## src/rtl/emoji_pkg.sv

```systemverilog
// Constants shared by the scheduler, the frame-tick helper and the emoji
// colour modules: frame encodings, emoji IDs, 640x480@60 timing and colours.
package emoji_pkg;

    // Animation frame encodings carried on o_frame
    localparam logic [1:0] FRAME_1 = 2'd0;
    localparam logic [1:0] FRAME_2 = 2'd1;
    localparam logic [1:0] FRAME_3 = 2'd2;
    localparam logic [1:0] FRAME_4 = 2'd3;

    // Emoji animations in rotation order
    typedef enum logic [1:0] {
        EMOJI_MAD   = 2'd0,
        EMOJI_HAPPY = 2'd1,
        EMOJI_SAD   = 2'd2,
        EMOJI_COOL  = 2'd3
    } emoji_id_e;

    // Last counter values for 640x480@60 (800x525 total)
    localparam int H_LAST_VGA = 799;
    localparam int V_LAST_VGA = 524;

    // Scheduler states
    localparam logic [0:0] ST_RUN    = 1'b0;
    localparam logic [0:0] ST_PAUSED = 1'b1;

    // RGB444 colours shared with the emoji modules
    localparam logic [11:0] COLOUR_BLACK  = 12'h000;
    localparam logic [11:0] COLOUR_WHITE  = 12'hFFF;
    localparam logic [11:0] COLOUR_YELLOW = 12'hFD0;
    localparam logic [11:0] COLOUR_RED    = 12'hF00;
    localparam logic [11:0] COLOUR_BLUE   = 12'h05F;
    localparam logic [11:0] COLOUR_BROWN  = 12'h840;

endpackage

```

## src/rtl/emoji_scheduler_frame_tick.sv

```systemverilog
// Detects the last pixel of a screen (eof) and registers it into a pulse
// that lines up with pixel (0,0) of the next screen.
module frame_tick
    import emoji_pkg::*;
#(
    parameter int H_LAST = H_LAST_VGA,
    parameter int V_LAST = V_LAST_VGA
) (
    input  logic       clk,
    input  logic       rst,
    input  logic [9:0] i_hcounter,
    input  logic [9:0] i_vcounter,
    output logic       o_eof,
    output logic       o_frame_start
);

    logic frame_start_d;
    logic frame_start_q;

    // End-of-screen detect and next value of the start pulse
    always_comb begin
        o_eof         = (i_hcounter == 10'(H_LAST)) && (i_vcounter == 10'(V_LAST));
        frame_start_d = o_eof;
    end

    // Start pulse register, cleared immediately by reset
    always_ff @(posedge clk or posedge rst) begin
        if (rst) begin
            frame_start_q <= 1'b0;
        end else begin
            frame_start_q <= frame_start_d;
        end
    end

    assign o_frame_start = frame_start_q;

endmodule

```

## src/rtl/emoji_scheduler.sv

```systemverilog
// Sequences emoji animations: picks the active emoji and its animation frame,
// counting whole video frames and changing only at the end-of-screen boundary.
module emoji_scheduler
    import emoji_pkg::*;
#(
    parameter int N_EMOJI = 4,
    parameter int HOLD_F1 = 30,
    parameter int HOLD_F2 = 6,
    parameter int HOLD_F3 = 6,
    parameter int HOLD_F4 = 90,
    parameter int LOOPS   = 3,
    parameter int H_LAST  = H_LAST_VGA,
    parameter int V_LAST  = V_LAST_VGA
) (
    input  logic       clk,
    input  logic       rst,
    input  logic [9:0] i_hcounter,
    input  logic [9:0] i_vcounter,
    input  logic       i_next,
    input  logic       i_pause,
    output logic [1:0] o_emoji_sel,
    output logic [1:0] o_frame,
    output logic       o_frame_start,
    output logic       o_paused
);

    logic       eof;

    logic [0:0] state_d,     state_q;
    logic [1:0] frame_d,     frame_q;
    logic [1:0] emoji_sel_d, emoji_sel_q;
    logic [7:0] hold_cnt_d,  hold_cnt_q;
    logic [3:0] loop_cnt_d,  loop_cnt_q;
    logic       next_pend_d, next_pend_q;

    // Last hold count value for the given frame
    function automatic logic [7:0] hold_last(input logic [1:0] frame);
        case (frame)
            FRAME_1: hold_last = 8'(HOLD_F1 - 1);
            FRAME_2: hold_last = 8'(HOLD_F2 - 1);
            FRAME_3: hold_last = 8'(HOLD_F3 - 1);
            default: hold_last = 8'(HOLD_F4 - 1);
        endcase
    endfunction

    // Next emoji in rotation, wrapping after the last one
    function automatic logic [1:0] next_emoji(input logic [1:0] sel);
        if (sel == 2'(N_EMOJI - 1)) begin
            next_emoji = 2'd0;
        end else begin
            next_emoji = sel + 2'd1;
        end
    endfunction

    frame_tick #(
        .H_LAST (H_LAST),
        .V_LAST (V_LAST)
    ) u_frame_tick (
        .clk           (clk),
        .rst           (rst),
        .i_hcounter    (i_hcounter),
        .i_vcounter    (i_vcounter),
        .o_eof         (eof),
        .o_frame_start (o_frame_start)
    );

    // Skip latch, animation counters and pause FSM, all updated only at eof
    always_comb begin
        state_d     = state_q;
        frame_d     = frame_q;
        emoji_sel_d = emoji_sel_q;
        hold_cnt_d  = hold_cnt_q;
        loop_cnt_d  = loop_cnt_q;
        // Any number of requests within one screen collapse into one skip
        next_pend_d = next_pend_q | i_next;

        if (eof) begin
            next_pend_d = 1'b0;
            if (next_pend_q || i_next) begin
                // Skip beats both pause and a coincident natural advance
                emoji_sel_d = next_emoji(emoji_sel_q);
                frame_d     = FRAME_1;
                hold_cnt_d  = 8'd0;
                loop_cnt_d  = 4'd0;
            end else if (state_q == ST_RUN) begin
                if (hold_cnt_q == hold_last(frame_q)) begin
                    hold_cnt_d = 8'd0;
                    if (frame_q == FRAME_4) begin
                        frame_d = FRAME_1;
                        if (loop_cnt_q == 4'(LOOPS - 1)) begin
                            loop_cnt_d  = 4'd0;
                            emoji_sel_d = next_emoji(emoji_sel_q);
                        end else begin
                            loop_cnt_d = loop_cnt_q + 4'd1;
                        end
                    end else begin
                        frame_d = frame_q + 2'd1;
                    end
                end else begin
                    hold_cnt_d = hold_cnt_q + 8'd1;
                end
            end
            state_d = i_pause ? ST_PAUSED : ST_RUN;
        end
    end

    // State registers, cleared immediately by reset
    always_ff @(posedge clk or posedge rst) begin
        if (rst) begin
            state_q     <= ST_RUN;
            frame_q     <= FRAME_1;
            emoji_sel_q <= 2'd0;
            hold_cnt_q  <= 8'd0;
            loop_cnt_q  <= 4'd0;
            next_pend_q <= 1'b0;
        end else begin
            state_q     <= state_d;
            frame_q     <= frame_d;
            emoji_sel_q <= emoji_sel_d;
            hold_cnt_q  <= hold_cnt_d;
            loop_cnt_q  <= loop_cnt_d;
            next_pend_q <= next_pend_d;
        end
    end

    assign o_frame     = frame_q;
    assign o_emoji_sel = emoji_sel_q;
    assign o_paused    = (state_q == ST_PAUSED);

endmodule

```

## config.mk

```make
export PLATFORM = sky130hd
export DESIGN_NAME = emoji_scheduler
export DESIGN_NICKNAME = d
export VERILOG_FILES = /design/src/rtl/emoji_pkg.sv /design/src/rtl/emoji_scheduler_frame_tick.sv /design/src/rtl/emoji_scheduler.sv
export SDC_FILE = /design/constraint.sdc
export NUM_CORES = 1
export LEC_CHECK = 0
export ABC_AREA = 1
export CAP_MARGIN = 10
export CORE_ASPECT_RATIO = 1.1
export CORE_UTILIZATION = 35
export CTS_BUF_LIST = sky130_fd_sc_hd__clkbuf_2 sky130_fd_sc_hd__clkbuf_4 sky130_fd_sc_hd__clkbuf_8
export DETAILED_ROUTE_END_ITERATION = 16
export GPL_TIMING_DRIVEN = 0
export SLEW_MARGIN = 20
export SYNTH_ARGS = -nofsm -noshare
export SYNTH_HDL_FRONTEND = slang
export SYNTH_HIERARCHICAL = 1
export SYNTH_SLANG_ARGS = --single-unit
```

## constraint.sdc

```tcl
create_clock -name clk -period 3.4 [get_ports clk]
set_input_delay 1.02 -clock clk [delete_from_list [all_inputs] [get_ports clk]]
set_output_delay 1.02 -clock clk [all_outputs]
set_load 0.005 [all_outputs]
```

==> run_results.csv, run 1 <==
group,metric,value,unit
run,cap_viol_max_count,0,
final_layout,drive_gt1_share,9.140,%
final_layout,synthToLayoutAreaGrowth,31.03,%
setup_path,required,3.63,ns
yosys,syn_nets,183,
pwr,peakVddDrop,0.1046,mV
drt,drc,0,
sta,finalClockSkew,0.001012,ns
drt,final_antenna_net_count,0,
global_route,grt_pass1_wl,4133,microns
worst_hold_path,min_path_type,"flip-flop to flip-flop",
setup_path,end_kind,"flip-flop",
drt,vias,1076,
sta,rsz0062_at_grt,"no",
global_route,overflow,0,
sta,setup_viol,0,
clock_tree,post_cts_resized,0,
sta,min_period,2.671,ns
drt,firstDrtPassIters,4,
placed_design,place_congestion,0.7625,
yosys,yosysSeqAreaShare,40.95,%
yosys,synth-seq-cells,19,
drt,viasPerCell,4.891,
floorplanning,die_w,56.92,microns
pwr,p_sw_share,21.93,%
setup_path,slowest_stage,"clkdlybuf4s50_1",
floorplanning,row_count,21,
floorplanning,die_y,62.41,microns
pwr,p_leak,0.6879,nW
run_status,status,"finished, final reports clean",
global_route,grt_usage,14.61,%
placed_design,portBuffers,29,
global_route,antenna_found_initial,0,
sta,final_hold_viol_count,0,
sta,fin_setup_tns,0,ns
clock_tree,cts_tree,"built",
clock_tree,postCtsSetupRepairBufs,0,
setup_path,reg2reg_to,"loop_cnt_q[0]",
final_layout,stdcell_area,1521,sq um
floorplanning,core-area,3100,sq um
clock_tree,clock-sinks,19,
final_layout,fillers,335,
final_layout,final_nets,217,
setup_path,worstSetupEndpoint,"hold_cnt_q[7]",
clock_tree,clkSlewWorstSetupHoldPaths,0.11,ns
clock_tree,numCtsBuffers,3,
setup_path,path_buf_inv,3,
final_layout,antenna_cells,0,
placed_design,place_hpwl,1855,microns
sta,slew_viol_final,0,
setup_path,crit_cells,11,
yosys,ys_types,24,
floorplanning,io_pins,30,
yosys,syn_inst,153,
floorplanning,initial_core_util,37.45,%
sta,slew_headroom,54.23,%
pwr,clockPowerShare,30.6,%
setup_path,worstPathMaxFanout,10,
clock_tree,h-tree-depth,1,
setup_path,rrSetupSlack,1.69,ns
yosys,syn_area,1161,sq um
setup_path,cp_top_family,"simple AND/OR/NAND/NOR gates",
setup_path,reg2reg_depth,10,
setup_path,crit_start,"i_hcounter[4]",
floorplanning,dieArea,3552,sq um
yosys,yosysWarnings,6,
clock_tree,root_buffer,"clkbuf_4",
pwr,comb_power_share,9.6,%
drt,drt-total-wl,2258,microns
clock_tree,cts_hold_buf,0,
pwr,intPower,0.2949,mW
sta,max_freq,0.3745,GHz
pwr,p_per_area,248.3,nW/um^2
sta,worst_pin_slew,0.6858,ns
setup_path,criticalPathCategory,"input port to flip-flop",
clock_tree,clk_latency,0.30,ns
setup_path,cpPeakStageDelay,0.45,ns
setup_path,startpoint_type,"input port",
placed_design,placed_area,1494,sq um
drt,wl_per_cell,10.26,microns
pwr,p_switching,0.08285,mW
setup_path,arrival,2.90,ns
setup_path,critical_path.cell_chain,"clkdlybuf4s50_1 > inv_1 > nor3_2 > nand2_1 > nor2_1 > inv_1 > a21oi_4 > nand2_1 > nor2_1 > nand3_1 > a21oi_1",
pwr,power_frac_seq,59.8,%
yosys,avgSynthCellArea,7.589,sq um
clock_tree,clk_path_buf_depth,2,
global_route,first_global_vias,1076,
setup_path,regToRegStartpoint,"o_frame[0]",
drt,drt_first_iter_violations,27,
global_route,grt_max_degree,19,
sta,fin_crit_sh,78.55,%
[cell type report]
| class | count | area, sq um | share of cell area, % |
|---|---|---|---|
| clock inverters | 1 | 5.005 | 0.3289 |
| flip-flops and latches | 19 | 475.5 | 31.25 |
| inverters | 25 | 93.84 | 6.168 |
| well taps | 34 | 42.54 | 2.796 |
| repair buffers | 29 | 290.3 | 19.08 |
| multi-input cells | 109 | 591.8 | 38.90 |
| clock buffers | 3 | 22.52 | 1.480 |
[kinds of logic (layout without fill, tap and decap cells)]
group           count (synthesis)  count (layout)  synth area share (%)
compound gates                 16              16                 8.298
simple gates                   83              83                 33.19
xor+xnor                        4               4                 3.018
flops                          19              19                 40.95
buf+inv                        25              58                 8.082
fa+ha+maj                       6               6                 6.465
[through the flow]
step | cells | utilization, % | total power [mW] | hold slack (ns) | setup slack (ns)
detailed placement | 216 | 48.18 | 0.2674 | 0.5139 | 0.4014
finish | 220 | 49.07 | 0.3778 | 0.5381 | 0.7294
CTS | 220 | 49.07 | 0.3817 | 0.5445 | 0.7108
global placement | 216 | 48.18 | 0.2668 | 0.4931 | 0.4898
global route | 220 | 49.07 | 0.3935 | 0.5686 | 0.4783
floorplan | 153 | - | 0.2388 | 0.4812 | 1.146
[flip-flops by register name (all words and copies together) (netlist names)]
| register | cells |
|---|---|
| hold_cnt_q | 8 |
| loop_cnt_q | 4 |
| next_pend_q | 1 |
| o_emoji_sel | 2 |
| o_frame | 2 |
| o_paused | 1 |
| u_frame_tick/o_frame_start | 1 |
[worst reg2reg max path: stages (launching register included)]
cell	delay (ns)
dfrtp_1	0.43
ha_1	0.37
inv_1	0.05
nand2_1	0.05
nand2_1	0.04
nor2_1	0.08
nand3_1	0.10
nand2_2	0.15
nand3_2	0.17
nand2_1	0.10
o21ai_1	0.07
[cells in the final DEF, fill, tap and decap left out]
cell type,synthesis,final
nand2_1,44,44
xor2_1,3,3
nor3_1,4,4
nor3b_2,1,1
xnor2_1,1,1
nand3_1,8,8
nor2_4,1,1
clkinv_2,0,1
o21ai_1,5,5
nand2_2,2,2
clkbuf_4,0,3
clkdlybuf4s50_1,0,29
a21oi_1,4,4
nor3_2,3,3
o21ai_0,4,4
dfrtp_1,19,19
ha_1,6,6
a21oi_4,1,1
nand4_1,3,3
or2_0,1,1
inv_2,3,3
nor2_1,14,14
or2_2,1,1
inv_1,22,22
o31ai_1,1,1
o21bai_1,1,1
nand3_2,1,1
[Yosys cell counts]
master | instances | area [sq um]
a21oi_1 | 4 | 20.02
a21oi_4 | 1 | 16.27
dfrtp_1 | 19 | 475.5
ha_1 | 6 | 75.07
inv_1 | 22 | 82.58
inv_2 | 3 | 11.26
nand2_1 | 44 | 165.2
nand2_2 | 2 | 12.51
nand3_1 | 8 | 40.04
nand3_2 | 1 | 10.01
nand4_1 | 3 | 18.77
nor2_1 | 14 | 52.55
nor2_4 | 1 | 11.26
nor3_1 | 4 | 20.02
nor3_2 | 3 | 30.03
nor3b_2 | 1 | 12.51
o21ai_0 | 4 | 20.02
o21ai_1 | 5 | 25.02
o21bai_1 | 1 | 7.510
o31ai_1 | 1 | 7.510
or2_0 | 1 | 6.260
or2_2 | 1 | 6.260
xnor2_1 | 1 | 8.760
xor2_1 | 3 | 26.28
[layer usage]
layer	wire, microns	vias to the layer above	global-route usage [%]
li1	-	553	-
met1	1026	487	16.05
met2	1076	32	26.18
met3	118	4	3.520
met4	36	0	6.402
met5	0	-	0
[power by group through the flow]
stage / clock network (mW) / logic, mW / registers (mW)
finish: 0.116 / 0.0363 / 0.226
detailed placement: 0 / 0.0371 / 0.230
global route: 0.127 / 0.0407 / 0.226
floorplan: 0 / 0.00850 / 0.230
global placement: 0 / 0.0366 / 0.230
CTS: 0.119 / 0.0372 / 0.226
[how the worst min path moves through the flow]
stage | start | endpoint | slack (ns) | cells past startpoint
floorplan | loop_cnt_q[3] | loop_cnt_q[3] | 0.48 | 2
global placement | o_emoji_sel[1] | o_emoji_sel[1] | 0.49 | 2
detailed placement | o_emoji_sel[1] | o_emoji_sel[1] | 0.51 | 2
CTS | loop_cnt_q[3] | loop_cnt_q[3] | 0.54 | 2
global route | hold_cnt_q[7] | hold_cnt_q[7] | 0.57 | 2
finish | hold_cnt_q[7] | hold_cnt_q[7] | 0.54 | 2
Power figures use the tool's default switching activity.
==> run 2, diff against run 1 <==
- clock period: 3.4 -> 2.7 ns (I/O delays scaled with it)
==> run 2 against run 1 <==
Effect of this change: critical endpoint is now hold_cnt_q[3]; setup slack worse by 0.41 ns; wire length about the same; largest power group unchanged; clock skew up 0.00064 ns; largest cell class unchanged; utilization up 0.73 points; sequential share of layout area down 0.46 points; final area up 1.5%; register-to-register slack worse by 0.69 ns; sequential power up 26%; non-clock buffer count up 3; power up 26%.
==> run_results.csv, run 2 (synthesis results as in run 1) <==
group,metric,value,unit
clock_tree,clkSlewWorstSetupHoldPaths,0.11,ns
clock_tree,post_cts_resized,0,
final_layout,largest_register_ffs,8,
setup_path,end_kind,"flip-flop",
placed_design,pre_cts_ws,-0.08855,ns
global_route,grt_usage,14.61,%
pwr,p_leak,0.7043,nW
sta,final_hold_viol_count,0,
sta,slew_headroom,54.43,%
clock_tree,clock-sinks,19,
clock_tree,cts_hold_buf,0,
final_layout,final_cell_mix,"nand2_1 (44), clkdlybuf4s50_1 (29), inv_1 (22), dfrtp_1 (19), nor2_1 (14)",
drt,drt-total-wl,2260,microns
setup_path,reg2reg_to,"loop_cnt_q[0]",
setup_path,worstPathMaxFanout,6,
final_layout,reg_top3,"hold_cnt_q x8, loop_cnt_q x4",
placed_design,place_hpwl,1855,microns
final_layout,stdcell_area,1544,sq um
run,cap_viol_max_count,0,
setup_path,slowest_stage,"clkdlybuf4s50_1",
setup_path,startpoint_type,"input port",
run_status,status,"finished, final reports clean",
worst_hold_path,min_path_type,"flip-flop to flip-flop",
sta,setup_viol,0,
floorplanning,row_count,21,
pwr,finalPower,0.4749,mW
setup_path,path_buf_inv,5,
global_route,antenna_found_initial,0,
sta,rsz0062_at_grt,"no",
final_layout,antenna_cells,0,
clock_tree,h-tree-depth,1,
sta,fin_crit_sh,88.13,%
clock_tree,numCtsBuffers,3,
setup_path,crit_start,"i_hcounter[4]",
global_route,grt_max_degree,19,
floorplanning,die_y,62.41,microns
worst_hold_path,min-delay-start,"hold_cnt_q[7]",
sta,fin_ws,0.3204,ns
pwr,p_per_area,307.6,nW/um^2
sta,min_period,2.380,ns
placed_design,placed_area,1494,sq um
setup_path,arrival,2.58,ns
placed_design,portBuffers,29,
global_route,grt_pass1_wl,4133,microns
sta,slew_viol_final,0,
pwr,peakVddDrop,0.1318,mV
final_layout,final_nets,220,
setup_path,reg2reg_depth,10,
final_layout,top_register,"hold_cnt_q",
setup_path,rrSetupSlack,1.00,ns
drt,viasPerCell,4.865,
global_route,overflow,0,
drt,drt_first_iter_violations,20,
drt,final_antenna_net_count,0,
clock_tree,root_buffer,"clkbuf_4",
clock_tree,postCtsSetupRepairBufs,0,
floorplanning,dieArea,3552,sq um
floorplanning,core-area,3100,sq um
clock_tree,cts_tree,"built",
worst_hold_path,min_delay_path_depth,2,
clock_tree,clk_latency,0.30,ns
setup_path,cpPeakStageDelay,0.45,ns
sta,finalClockSkew,0.001652,ns
global_route,first_global_vias,1076,
final_layout,layout_commonest_cell,"nand2_1",
clock_tree,clk_path_buf_depth,2,
floorplanning,io_pins,30,
final_layout,synthToLayoutAreaGrowth,32.97,%
setup_path,criticalPathCategory,"input port to flip-flop",
drt,wl_per_cell,10.13,microns
floorplanning,die_w,56.92,microns
sta,worst_pin_slew,0.6829,ns
worst_hold_path,whs_endpoint,"hold_cnt_q[7]",
floorplanning,initial_core_util,37.45,%
final_layout,drive_gt1_share,10.58,%
drt,vias,1085,
sta,max_freq,0.4202,GHz
drt,drc,0,
drt,firstDrtPassIters,4,
setup_path,cp_top_family,"buffers and inverters",
setup_path,required,2.90,ns
setup_path,critical_path.cell_chain,"clkdlybuf4s50_1 > inv_1 > nor3_2 > nand2_1 > nor2_1 > inv_1 > a21oi_4 > buf_4 > inv_2 > nor3_2 > xnor2_1 > nor2_1",
setup_path,regToRegStartpoint,"o_frame[0]",
placed_design,place_congestion,0.7625,
run 2: metal layers:
| metal | up-vias | routed length, microns | GRT usage (%) |
|---|---|---|---|
| met5 | - | 0 | 0 |
| met4 | 0 | 36 | 6.402 |
| met3 | 4 | 118 | 3.520 |
| met2 | 32 | 1076 | 26.18 |
| met1 | 490 | 1028 | 16.05 |
| li1 | 559 | - | - |
run 2: how the worst max path moves through the flow:
stage | end | slack (ns) | cells after the start
after floorplan | hold_cnt_q[7] | 0.66 | 10
after global placement | hold_cnt_q[3] | -0.0002 | 11
after detailed placement | hold_cnt_q[7] | -0.09 | 11
after CTS | hold_cnt_q[7] | 0.22 | 11
after global routing | hold_cnt_q[7] | 0.13 | 11
final | hold_cnt_q[3] | 0.32 | 12
run 2: report_power, final:
part,internal (mW),leakage [nW],switching (mW)
sequential,0.284,0.250,0.00000491
clock,0.0552,0.0177,0.0897
combinational,0.0317,0.437,0.0139
total,0.371,0.704,0.104
run 2: worst min-delay path, cell delays in order, from the launching register on:
cell and delay, ns:
dfrtp_1 0.39, nand2_1 0.06, a21oi_1 0.05
run 2: per-stage QoR:
stage	utilization (%)	setup TNS, ns	hold WS (ns)	cells
5_1_grt	49.80	0	0.5686	223
3_5_place_dp	48.18	-0.4302	0.5139	216
4_1_cts	49.07	0	0.5445	220
6_report	49.80	0	0.5378	223
3_3_place_gp	48.18	-0.0002067	0.4931	216
2_1_floorplan	-	0	0.4812	153
run 2: layout make-up:
cell class / instances / area, sq um
clock inverters: 1 / 5.005
clock buffers: 3 / 22.52
inverters: 25 / 93.84
fillers: 337 / 1556
multi-input cells: 109 / 591.8
well taps: 34 / 42.54
repair buffers: 32 / 312.8
flip-flops and latches: 19 / 475.5
==> run 3, diff against run 2 <==
- CAP_MARGIN: 10 -> not set
==> results of run 3 <==
The final DEF is identical to that of run 2; final timing and power are the same.
